### src/rtl/ram_share_arbiter.sv
// ram_share_arbiter: two req/ack clients share one single-port RAM through an IDLE/ACCESS/DONE sequencer.
// Optional feature macro RAM_ARB_ROUND_ROBIN_EN selects round-robin arbitration; otherwise port 0 has fixed priority.
module ram_share_arbiter #(
  parameter int ADDR_W = 4,
  parameter int DATA_W = 8
) (
  input  logic              clk,
  input  logic              rst_n,
  input  logic              req_0,
  input  logic              req_1,
  input  logic              we_0,
  input  logic              we_1,
  input  logic [ADDR_W-1:0] addr_0,
  input  logic [ADDR_W-1:0] addr_1,
  input  logic [DATA_W-1:0] wdata_0,
  input  logic [DATA_W-1:0] wdata_1,
  output logic              ack_0,
  output logic              ack_1,
  output logic [DATA_W-1:0] rdata_0,
  output logic [DATA_W-1:0] rdata_1,
  output logic              ram_wr,
  output logic              ram_rd,
  output logic [ADDR_W-1:0] ram_addr,
  output logic [DATA_W-1:0] ram_wdata,
  input  logic [DATA_W-1:0] ram_rdata,
  output logic              busy
);

  typedef enum logic [1:0] {IDLE, ACCESS, DONE} state_t;

  state_t              state;
  state_t              state_next;
  logic                we_r;
  logic [ADDR_W-1:0]   addr_r;
  logic [DATA_W-1:0]   wdata_r;
  logic                grant_r;
  logic                last_grant;
  logic                elig_0;
  logic                elig_1;
  logic                any_elig;
  logic                win;

  // A port whose ack is high this cycle is still presenting the request that just completed.
  always_comb begin
    elig_0   = req_0 & ~ack_0;
    elig_1   = req_1 & ~ack_1;
    any_elig = elig_0 | elig_1;
`ifdef RAM_ARB_ROUND_ROBIN_EN
    if (elig_0 && elig_1) win = ~last_grant;
    else if (elig_0)      win = 1'b0;
    else if (elig_1)      win = 1'b1;
    else                  win = last_grant;
`else
    if (elig_0)           win = 1'b0;
    else if (elig_1)      win = 1'b1;
    else                  win = last_grant;
`endif
  end

  always_comb begin
    state_next = state;
    case (state)
      IDLE:    if (any_elig) state_next = ACCESS;
      ACCESS:  state_next = DONE;
      DONE:    state_next = IDLE;
      default: state_next = IDLE;
    endcase
  end

  // Strobes decode from the async-reset state register, so they drop the moment rst_n falls.
  always_comb begin
    ram_wr    = (state == ACCESS) &  we_r;
    ram_rd    = (state == ACCESS) & ~we_r;
    ram_addr  = addr_r;
    ram_wdata = wdata_r;
    busy      = (state != IDLE);
  end

  always_ff @(posedge clk or negedge rst_n) begin
    if (!rst_n) begin
      state      <= IDLE;
      we_r       <= 1'b0;
      addr_r     <= '0;
      wdata_r    <= '0;
      grant_r    <= 1'b0;
      last_grant <= 1'b1;
      ack_0      <= 1'b0;
      ack_1      <= 1'b0;
      rdata_0    <= '0;
      rdata_1    <= '0;
    end else begin
      state <= state_next;
      ack_0 <= 1'b0;
      ack_1 <= 1'b0;
      if (state == IDLE && any_elig) begin
        grant_r    <= win;
        last_grant <= win;
        we_r       <= win ? we_1    : we_0;
        addr_r     <= win ? addr_1  : addr_0;
        wdata_r    <= win ? wdata_1 : wdata_0;
      end
      // RAM read data registered at the ACCESS edge is captured here.
      if (state == DONE) begin
        if (grant_r) begin
          ack_1 <= 1'b1;
          if (!we_r) rdata_1 <= ram_rdata;
        end else begin
          ack_0 <= 1'b1;
          if (!we_r) rdata_0 <= ram_rdata;
        end
      end
    end
  end

endmodule

### config.mk
export PLATFORM = sky130hd
export DESIGN_NAME = ram_share_arbiter
export DESIGN_NICKNAME = d
export VERILOG_FILES = /design/src/rtl/ram_share_arbiter.sv
export SDC_FILE = /design/constraint.sdc
export NUM_CORES = 1
export LEC_CHECK = 0
export CAP_MARGIN = 25
export CORE_UTILIZATION = 44
export CTS_BUF_LIST = sky130_fd_sc_hd__clkbuf_8
export DETAILED_ROUTE_END_ITERATION = 16
export PLACE_DENSITY = 0.95
export SYNTH_ARGS = -nofsm -noshare
export SYNTH_HDL_FRONTEND = slang
export SYNTH_SLANG_ARGS = --single-unit
### constraint.sdc
create_clock -name clk -period 4.2 [get_ports clk]
set_input_delay 0.42 -clock clk [delete_from_list [all_inputs] [get_ports clk]]
set_output_delay 0.42 -clock clk [all_outputs]
set_load 0.01 [all_outputs]
**After elaboration in Yosys (flattened, before gate mapping)**

Cells that the tools add are included.

- Flip-flop bits (word level): 35
- Input port bits: 38
- Output and inout port bits: 33
- Logic and storage cells: 38

- Equal/unequal tests: 3
- Multiplexer cells: 11
- Bitwise logic cells: 9
- Reduce and logical (&&, ||, !) cells: 5

Operator list:

| kind | count |
|---|---|
| $mux W8 | 1 |
| $mux W1 | 7 |
| $reduce_and A3 Y1 | 2 |
| $and A1 B1 Y1 | 4 |
| $mux W4 | 1 |
| $not A1 Y1 | 4 |
| $pmux W2 S2 | 1 |
| $eq A2 B1 Y1 const B | 1 |
| $eq A2 B2 Y1 const B | 1 |
| $logic_not A2 Y1 | 1 |
| $mux W2 | 1 |
| $ne A2 B2 Y1 const B | 1 |
| $reduce_bool A2 Y1 | 1 |
| $logic_and A1 B1 Y1 | 1 |
| $or A1 B1 Y1 | 1 |

**Depth between registers and ports, before layout**

Gate-level depths: netlist of run 1.

- Depth after elaboration: 5
- Mapped depth: 4
- Depth with buffers taken out: 3

**Least setup slack after synthesis of run 1**

OpenSTA, ideal clock, no wires.

- Kind: register -> register
- Start: reg state[1]
- End: reg addr_r[0], in the netlist ram_addr[0]
- Arrival time: 1.324 ns
- Required time: 4.074 ns
- Path slack: 2.750 ns
- Stages on the path, launching flop included: 5
- Path buffers: 1
- Period minus slack after synthesis: 1.450 ns
- Cells stage by stage: dfrtp_1 or2_4 o21bai_4 buf_6 a221o_1

- Word-level cells in the longest chain between the ends: 2

Ends and longest elaborated chain:

| what | line | RTL |
|---|---|---|
| from (decl) | 31 | `state_t state;` |
| from (signal assigned) | 92 | `state <= state_next;` |
| $logic_not A2 Y1 | 95 | `if (state == IDLE && any_elig) begin` |
| $logic_and A1 B1 Y1 | 95 |  |
| to (signal assigned) | 99 | `addr_r <= win ? addr_1 : addr_0;` |
| to (decl) | 34 | `logic [ADDR_W-1:0] addr_r;` |

Every way passes these cells.
A chain may end at the register's enable or synchronous reset.

**Worst setup path after layout of run 1**

- Start: reg state[0]
- End: out ram_rd

- Word-level cells in the longest chain between the ends: 2

Ends and longest elaborated chain:

| what | line | RTL |
|---|---|---|
| $eq A2 B1 Y1 | 73 | `ram_rd = (state == ACCESS) & ~we_r;` |
| $and A1 B1 Y1 | 73 |  |
| to (decl) | 22 | `output logic ram_rd,` |

Every way passes these cells.

==> flow_summary.json, run 1 <==
{
  "synth_area_sq_um": 1400,
  "pwr-share-comb_pct": 46.8,
  "power.density_nw_per_um2": 724,
  "synth_area_per_cell_sq_um": 14.6,
  "io_pins": 71,
  "p_clk_share_pct": 16.9,
  "wl_per_cell_um": 15.2,
  "p_seq_share_pct": 36.3,
  "maxSlewHeadroom_pct": 42.8,
  "track_usage_pct": 21.2,
  "finalNetCount": 208,
  "drv_slew": 0,
  "fill_cells": 205,
  "dp_cells": 207,
  "cts.path.max_buffers": 2,
  "yosysMostFrequentCell": "dfrtp_1",
  "die_x_um": 58.4,
  "gp_congestion": 0.726,
  "die-area_sq_um": 3410,
  "worst_pin_slew_ns": 0.854,
  "synth_top_area_share_pct": 60.9,
  "r2r-end": "rdata_1[0]",
  "reg2reg_setup_slack_ns": 2.38,
  "fin_skew_ns": 0.00612,
  "syn2layout_area_growth_pct": 60.5,
  "antenna_left": 0,
  "first_pass_iters": 4,
  "hpwl_um": 2490,
  "viasPerCell": 5.05,
  "clk_pin_slew_worst_paths_ns": 0.07,
  "synth_common_cells": "34 x dfrtp_1, 16 x mux2_2, 14 x and2_1",
  "fin_crit_ns": 2.06,
  "tritoncts": "yes",
  "p_switching_uw": 491,
  "critPathCapture": "ram_rd",
  "start_util_pct": 46.2,
  "hp-class": "register to register",
  "worstSetupStartpointType": "register",
  "cts_setup_buffers": 0,
  "critPathKind": "register to output pin",
  "peakVddDrop_uv": 347,
  "r2r_cells": 3,
  "synth_cell_types": 17,
  "worstPathCellList": "nor2b_1 -> nor2b_1 -> clkdlybuf4s50_1",
  "crit_path_frequent_cell": "nor2b_1",
  "p_int_uw": 1130,
  "synth_seq_cells": 34,
  "synth_top_cell_by_area": "dfrtp_1",
  "fmax_ghz": 0.484,
  "cp-end-kind": "output pin",
  "synth_edf_count": 0,
  "cts_buffers": 5,
  "clock-root-buffer": "clkbuf_8",
  "rsz0062_at_grt": "false",
  "grt_pass1_wl_um": 5140,
  "status": "finished clean",
  "p_sw_share_pct": 30.2,
  "first_iter_violations": 29,
  "core_area_sq_um": 3030,
  "insertedDiodeCount": 0,
  "io_buffers": 70,
  "cts_htree_levels": 2,
  "synth_nets": 134,
  "num_vias": 1086,
  "tns_ns": 0,
  "antenna_found_initial": 0,
  "cap_violations": 0,
  "drive_above_1_share_pct": 17.0,
  "power.leakage_uw": 0.000954,
  "cts_sinks": 34,
  "synthCells": 96,
  "setup_viol": 0,
  "postCtsHoldBufs": 0,
  "ys_warn_count": 0,
  "cp.arrival_ns": 1.64,
  "num_rows": 20,
  "async_reset_ff_share_pct": 100,
  "chipHeight_um": 58.4,
  "fin_cells": 215,
  "cts_resized": 0,
  "critPathSlowestCell": "clkdlybuf4s50_1",
  "synth_area_leaders": "dfrtp_1 61%, mux2_2 13%, a221o_1 9.3%, and2_1 6.3%, nor2b_1 2.7%",
  "clk_latency_ns": 0.28,
  "r2r-start": "state[0]",
  "ys_seq_area_share_pct": 60.9,
  "critPathMaxStageDelay_ns": 0.56,
  "fin_crit_sh_pct": 49.2,
  "synth_flop_cell": "dfrtp_1",
  "grt_pass1_vias": 1100,
  "min_from": "grant_r",
  "grt_max_degree": 35,
  "worstSetupStartpoint": "state[0]",
  "hold_viol": 0,
  "post-route-drc-count": 0,
  "grt-ovfl-total": 0,
  "drt-total-wl_um": 3260,
  "critical_path_required_ns": 3.78,
  "critPathMaxFanout": 5
}
[flip-flops by register name, indices dropped and copies added (netlist names)]
register,cells
ack_0,1
ack_1,1
grant_r,1
ram_addr,4
ram_wdata,8
rdata_0,8
rdata_1,8
state,2
we_r,1
[layer usage]
| layer | routed length (um) | global-route usage, % | part of all wire, % | vias up |
|---|---|---|---|---|
| met5 | 0 | 0 | 0 | - |
| met2 | 1720 | 36.1 | 53 | 55 |
| met1 | 1270 | 23.0 | 39 | 528 |
| met3 | 186 | 6.15 | 5.7 | 7 |
| li1 | - | - | - | 496 |
| met4 | 79 | 13.6 | 2.4 | 0 |
[kinds of logic (layout without fill, tap and decap cells)]
kind of cell	after synthesis	count (layout)	synth area share (%)
flops	34	34	60.9
simple gates	25	25	12.3
buf+inv	6	81	2.77
compound gates	15	15	11.2
mux	16	16	12.9
[how the worst min path moves through the flow]
stage,end,depth (start not counted)
final,ack_0,1
after global routing,ack_0,1
after CTS,ack_0,1
after detailed placement,ack_0,1
after global placement,ack_0,1
after floorplan,ack_0,0
[power by group through the flow]
stage	combinational, uW	clock, uW	sequential [uW]
after floorplan	314	0	640
after global placement	738	0	583
after detailed placement	765	0	592
after CTS	767	282	591
after global routing	809	294	606
final	760	274	590
[area by class of cell]
type	count	area (sq um)	area share, %
clock buffer	8	110	4.91
inverter	1	3.75	0.167
multi-input combinational	56	508	22.6
sequential	34	851	37.9
tap	44	55.1	2.45
timing repair buffer	72	716	31.9
[layout by cell type, fill, tap and decap left out, drive strengths merged]
master          n
a21o            1
a221o          13
and2           14
and3b           1
buf             2
clkbuf          8
clkdlybuf4s50  70
dfrtp          34
inv             1
mux2           16
nor2b           6
nor3b           2
nor4b           1
o21bai          1
or2             1
[per-stage QoR]
step	util, %	instance area [sq um]	hold WS (ns)	total power (uW)	worst slack (ns)
2_1_floorplan	-	1400	0.124	954	2.75
3_3_place_gp	70.5	2130	0.451	1320	2.08
3_5_place_dp	70.5	2130	0.458	1360	1.98
4_1_cts	74.1	2240	0.472	1640	2.11
5_1_grt	74.1	2240	0.497	1710	2.03
6_report	74.1	2240	0.481	1620	2.14
[critical path, delay by kind of cell (launching register included)]
family | cells | cell delay [ns]
flip-flops | 1 | 0.41
AND/OR/NAND/NOR | 2 | 0.39
buffers and inverters | 1 | 0.56
Power figures use the tool's default switching activity.
==> inputs of run 2 (changes only) <==
--- a/config.mk
+++ b/config.mk
@@ -6,10 +6,10 @@
 export NUM_CORES = 1
 export LEC_CHECK = 0
 export CAP_MARGIN = 25
-export CORE_UTILIZATION = 44
+export CORE_UTILIZATION = 41
 export CTS_BUF_LIST = sky130_fd_sc_hd__clkbuf_8
 export DETAILED_ROUTE_END_ITERATION = 16
-export PLACE_DENSITY = 0.95
+export PLACE_DENSITY = 0.91
 export SYNTH_ARGS = -nofsm -noshare
 export SYNTH_HDL_FRONTEND = slang
 export SYNTH_SLANG_ARGS = --single-unit
==> constraint.sdc (replaced) <==
create_clock -name clk -period 2.15 [get_ports clk]
set_input_delay 0.215 -clock clk [delete_from_list [all_inputs] [get_ports clk]]
set_output_delay 0.215 -clock clk [all_outputs]
set_load 0.01 [all_outputs]
==> run 2 against run 1 <==
Clock skew fell by 0.0011 ns. Highest routed layer unchanged. Core utilization fell by 2.9 points. Clock-buffer cell count fell by 2. Sequential share of layout area did not move.
==> flow_summary.json, run 2 (synthesized netlist as in run 1, its figures left out) <==
{
  "status": "finished clean",
  "num_vias": 1083,
  "cts_setup_buffers": 0,
  "first_iter_violations": 22,
  "dp_cells": 209,
  "worstPathCellList": "nor2b_1 -> nor2b_1 -> clkdlybuf4s50_1",
  "cp-end-kind": "output pin",
  "num_rows": 20,
  "hpwl_um": 2450,
  "fin_crit_sh_pct": 87.9,
  "r2r-end": "ram_wdata[0]",
  "grt-ovfl-total": 0,
  "maxSlewHeadroom_pct": 44.2,
  "drt-total-wl_um": 3250,
  "cts_resized": 0,
  "r2r-start": "ack_1",
  "fin_cells": 217,
  "drive_above_1_share_pct": 17.9,
  "start_util_pct": 44.3,
  "critical_path_required_ns": 1.93,
  "syn2layout_area_growth_pct": 60.5,
  "clk_pin_slew_worst_paths_ns": 0.07,
  "hp-class": "input port to async pin",
  "insertedDiodeCount": 0,
  "grt_max_degree": 35,
  "fill_cells": 243,
  "drv_slew": 0,
  "worstSetupStartpointType": "register",
  "die_x_um": 60.4,
  "clock-root-buffer": "clkbuf_8",
  "io_pins": 71,
  "hold_viol": 0,
  "setup_viol": 0,
  "grt_pass1_vias": 1149,
  "worst_pin_slew_ns": 0.833,
  "fin_skew_ns": 0.00499,
  "viasPerCell": 4.99,
  "tritoncts": "yes",
  "crit_buf_inv": 1,
  "critPathSlowestCell": "clkdlybuf4s50_1",
  "die-area_sq_um": 3650,
  "cts_buffers": 5,
  "critPathMaxFanout": 5,
  "critPathMaxStageDelay_ns": 0.58,
  "critPathKind": "register to output pin",
  "gp_congestion": 0.789,
  "fin_crit_ns": 1.89,
  "finalNetCount": 210,
  "crit_path_frequent_cell": "nor2b_1",
  "track_usage_pct": 20.2,
  "reg2reg_setup_slack_ns": 0.38,
  "r2r_cells": 3,
  "power.leakage_uw": 0.000954,
  "cts.path.max_buffers": 2,
  "first_pass_iters": 4,
  "antenna_left": 0,
  "clk_latency_ns": 0.28,
  "power.density_nw_per_um2": 1390,
  "mostFrequentLayoutCell": "clkdlybuf4s50_1",
  "core_area_sq_um": 3150,
  "antenna_found_initial": 0,
  "peakVddDrop_uv": 645,
  "cp.arrival_ns": 1.67,
  "post-route-drc-count": 0,
  "fmax_ghz": 0.529,
  "rsz0062_at_grt": "false",
  "postCtsHoldBufs": 0,
  "chipHeight_um": 60.4,
  "wl_per_cell_um": 15.0,
  "cts_htree_levels": 2,
  "tns_ns": 0,
  "grt_pass1_wl_um": 5090,
  "cp_top_family": "buffers and inverters",
  "io_buffers": 70,
  "mostFrequentLayoutCells": "70 x clkdlybuf4s50_1, 34 x dfrtp_1, 16 x mux2_2",
  "cap_violations": 0,
  "cts_sinks": 34
}
==> run 2: power breakdown <==
part / internal, uW / total (uW) / switching, uW / leakage, uW
logic: 947 / 1500 / 554 / 0.000488
clock network: 257 / 472 / 215 / 0.0000472
registers: 952 / 1140 / 192 / 0.000419
==> run 2: through the flow <==
stage	utilization, %	setup WS (ns)	hold WS (ns)	cell area, sq um	total power [uW]
after CTS	71.2	0.279	0.351	2240	3150
after global placement	68.1	0.212	0.449	2150	2600
after global routing	71.2	0.184	0.378	2240	3310
after detailed placement	68.1	0.130	0.477	2150	2660
final	71.2	0.261	0.340	2240	3120
after floorplan	-	0.700	-0.0806	1400	1860
==> run 2: worst max path at each step <==
stage	start	endpoint	slack [ns]	cells past startpoint
final	state[0]	ram_rd	0.26	3
after global routing	state[0]	ram_rd	0.18	3
after CTS	state[0]	ram_rd	0.28	3
after detailed placement	req_1	ram_wdata[6]	0.13	4
after global placement	req_1	ram_addr[0]	0.21	4
after floorplan	state[1]	ram_addr[0]	0.70	4
==> run 2: cell type report <==
class                           count  area (sq um)  area share [%]
Inverter                            1          3.75           0.167
Multi-Input combinational cell     56           508            22.6
Tap cell                           44          55.1            2.45
Sequential cell                    34           851            37.9
Clock buffer                        6          82.6            3.68
Clock inverter                      2          12.5           0.558
Timing Repair Buffer               74           731            32.6
==> run 2: layer usage <==
metal  wire length, um  vias up  GRT usage [%]
met5                 0        -              0
met4                84        0           11.3
met3               216        6           8.32
met2              1670       52           34.1
met1              1280      523           21.4
li1                  -      502              -
==> inputs of run 3 (changes only) <==
==> constraint.sdc (replaced) <==
create_clock -name clk -period 2.15 [get_ports clk]
set_input_delay 0.215 -clock clk [delete_from_list [all_inputs] [get_ports clk]]
set_output_delay 0.215 -clock clk [all_outputs]
set_load 0.05 [all_outputs]
==> run 3 against run 2 <==
First-iteration DRC count down 4.5%. Clock skew about the same. Setup slack worse by 0.17 ns. Non-clock buffer count unchanged. Sequential cell count unchanged. Sequential power barely moved. Critical endpoint is now ram_wr.
==> flow_summary.json, run 3 (synthesized netlist as in run 1, its figures left out) <==
{
  "grt_max_degree": 35,
  "viasPerCell": 4.92,
  "core_area_sq_um": 3150,
  "fmax_ghz": 0.486,
  "cts.path.max_buffers": 2,
  "mostFrequentLayoutCell": "clkdlybuf4s50_1",
  "drt-total-wl_um": 3040,
  "fin_skew_ns": 0.00478,
  "r2r-start": "state[1]",
  "hp-class": "input port to async pin",
  "hold_viol": 0,
  "gp_congestion": 0.761,
  "chipHeight_um": 60.4,
  "cts_setup_buffers": 0,
  "tritoncts": "yes",
  "setup_viol": 0,
  "critPathKind": "register to output pin",
  "grt-ovfl-total": 0,
  "p_int_uw": 2150,
  "fin_crit_ns": 2.06,
  "p_clk_share_pct": 11.5,
  "antenna_left": 0,
  "wl_per_cell_um": 14.0,
  "io_pins": 71,
  "io_buffers": 70,
  "mostFrequentLayoutCells": "69 x clkdlybuf4s50_1, 34 x dfrtp_1, 16 x mux2_2",
  "clk_latency_ns": 0.28,
  "postCtsHoldBufs": 0,
  "drv_slew": 0,
  "cp-end-kind": "output pin",
  "cap_violations": 0,
  "r2r-end": "ram_wdata[1]",
  "track_usage_pct": 19.6,
  "utilization_pct": 71.1,
  "critical_path_required_ns": 1.93,
  "insertedDiodeCount": 0,
  "clock-root-buffer": "clkbuf_8",
  "fin_crit_sh_pct": 95.7,
  "die_x_um": 60.4,
  "worstSetupStartpointType": "register",
  "p_switching_uw": 1860,
  "antenna_found_initial": 0,
  "cts_buffers": 5,
  "num_vias": 1067,
  "post-route-drc-count": 0,
  "peakVddDrop_uv": 833,
  "reg2reg_setup_slack_ns": 0.41,
  "hpwl_um": 2380,
  "start_util_pct": 44.3,
  "grt_pass1_vias": 1127,
  "status": "finished clean",
  "cts_htree_levels": 2,
  "hold_ws_ns": 0.341,
  "first_pass_iters": 4,
  "cts_sinks": 34,
  "drive_above_1_share_pct": 17.3,
  "critPathMaxFanout": 5,
  "die-area_sq_um": 3650,
  "num_rows": 20,
  "tns_ns": 0,
  "r2r_cells": 3,
  "first_iter_violations": 21,
  "cp.arrival_ns": 1.84,
  "fill_cells": 235,
  "power.density_nw_per_um2": 1790,
  "maxSlewHeadroom_pct": 44.5,
  "grt_pass1_wl_um": 4950,
  "syn2layout_area_growth_pct": 60.4,
  "finalNetCount": 210,
  "pwr-share-comb_pct": 60.1,
  "power.leakage_uw": 0.000975,
  "clk_pin_slew_worst_paths_ns": 0.06,
  "rsz0062_at_grt": "false",
  "worst_pin_slew_ns": 0.829,
  "p_sw_share_pct": 46.3,
  "p_seq_share_pct": 28.4
}
-- run 3: changes by cell type in the layout (fill, tap and decap cells not counted) --
cell | before | now
clkdlybuf4s50_1 | 70 | 69
clkinvlp_4 | 1 | 0
dlymetal6s2s_1 | 0 | 1
inv_1 | 1 | 2
-- run 3: metrics by stage --
step	worst slack [ns]	cells	cell area [sq um]	power, uW
after floorplan	0.554	96	1400	2770
after global placement	0.222	209	2150	3510
after detailed placement	0.140	209	2150	3580
after CTS	0.0341	217	2240	4060
after global routing	0.0133	217	2240	4210
final	0.0932	217	2240	4000
-- run 3: critical path, stage by stage, from the launching register on --
cell             delay [ns]
dfrtp_1                0.39
nor2b_1                0.22
and2_1                 0.15
clkdlybuf4s50_1        0.81
-- run 3: what timing repair did --
item | 4_1_cts | 5_1_grt
resized for setup | 0 | 1
endpoints found under the hold margin | 0 | 0
endpoints found under the setup margin | 0 | 1
-- run 3: layout make-up --
type	instances	area, sq um	share of cell area (%)
Clock inverter	2	8.76	0.391
Sequential cell	34	851	37.9
Multi-Input combinational cell	56	508	22.7
Tap cell	44	55.1	2.46
Inverter	1	3.75	0.167
Clock buffer	6	82.6	3.68
Timing Repair Buffer	74	733	32.7
-- run 3: worst max path at each step --
stage,from,cells after the start,slack [ns],end
CTS,state[0],3,0.03,ram_rd
finish,state[0],3,0.09,ram_wr
global route,state[0],3,0.01,ram_wr
global placement,req_1,4,0.22,ram_addr[0]
floorplan,ack_0,4,0.55,ram_addr[0]
detailed placement,req_1,4,0.14,ram_wdata[1]
-- run 3: metal layers --
metal  track usage, %  vias to the layer above  wire (um)
li1                 -                      503          -
met1             21.1                      505       1190
met2             33.6                       53       1520
met3             6.61                        6        242
met4             11.3                        0         91
met5                0                        -          0
-- run 3: power groups by stage --
stage | Clock [uW] | Combinational [uW] | Sequential (uW)
floorplan | 0 | 698 | 2070
global placement | 0 | 2380 | 1130
detailed placement | 0 | 2440 | 1140
CTS | 481 | 2430 | 1140
global route | 505 | 2530 | 1180
finish | 460 | 2410 | 1140
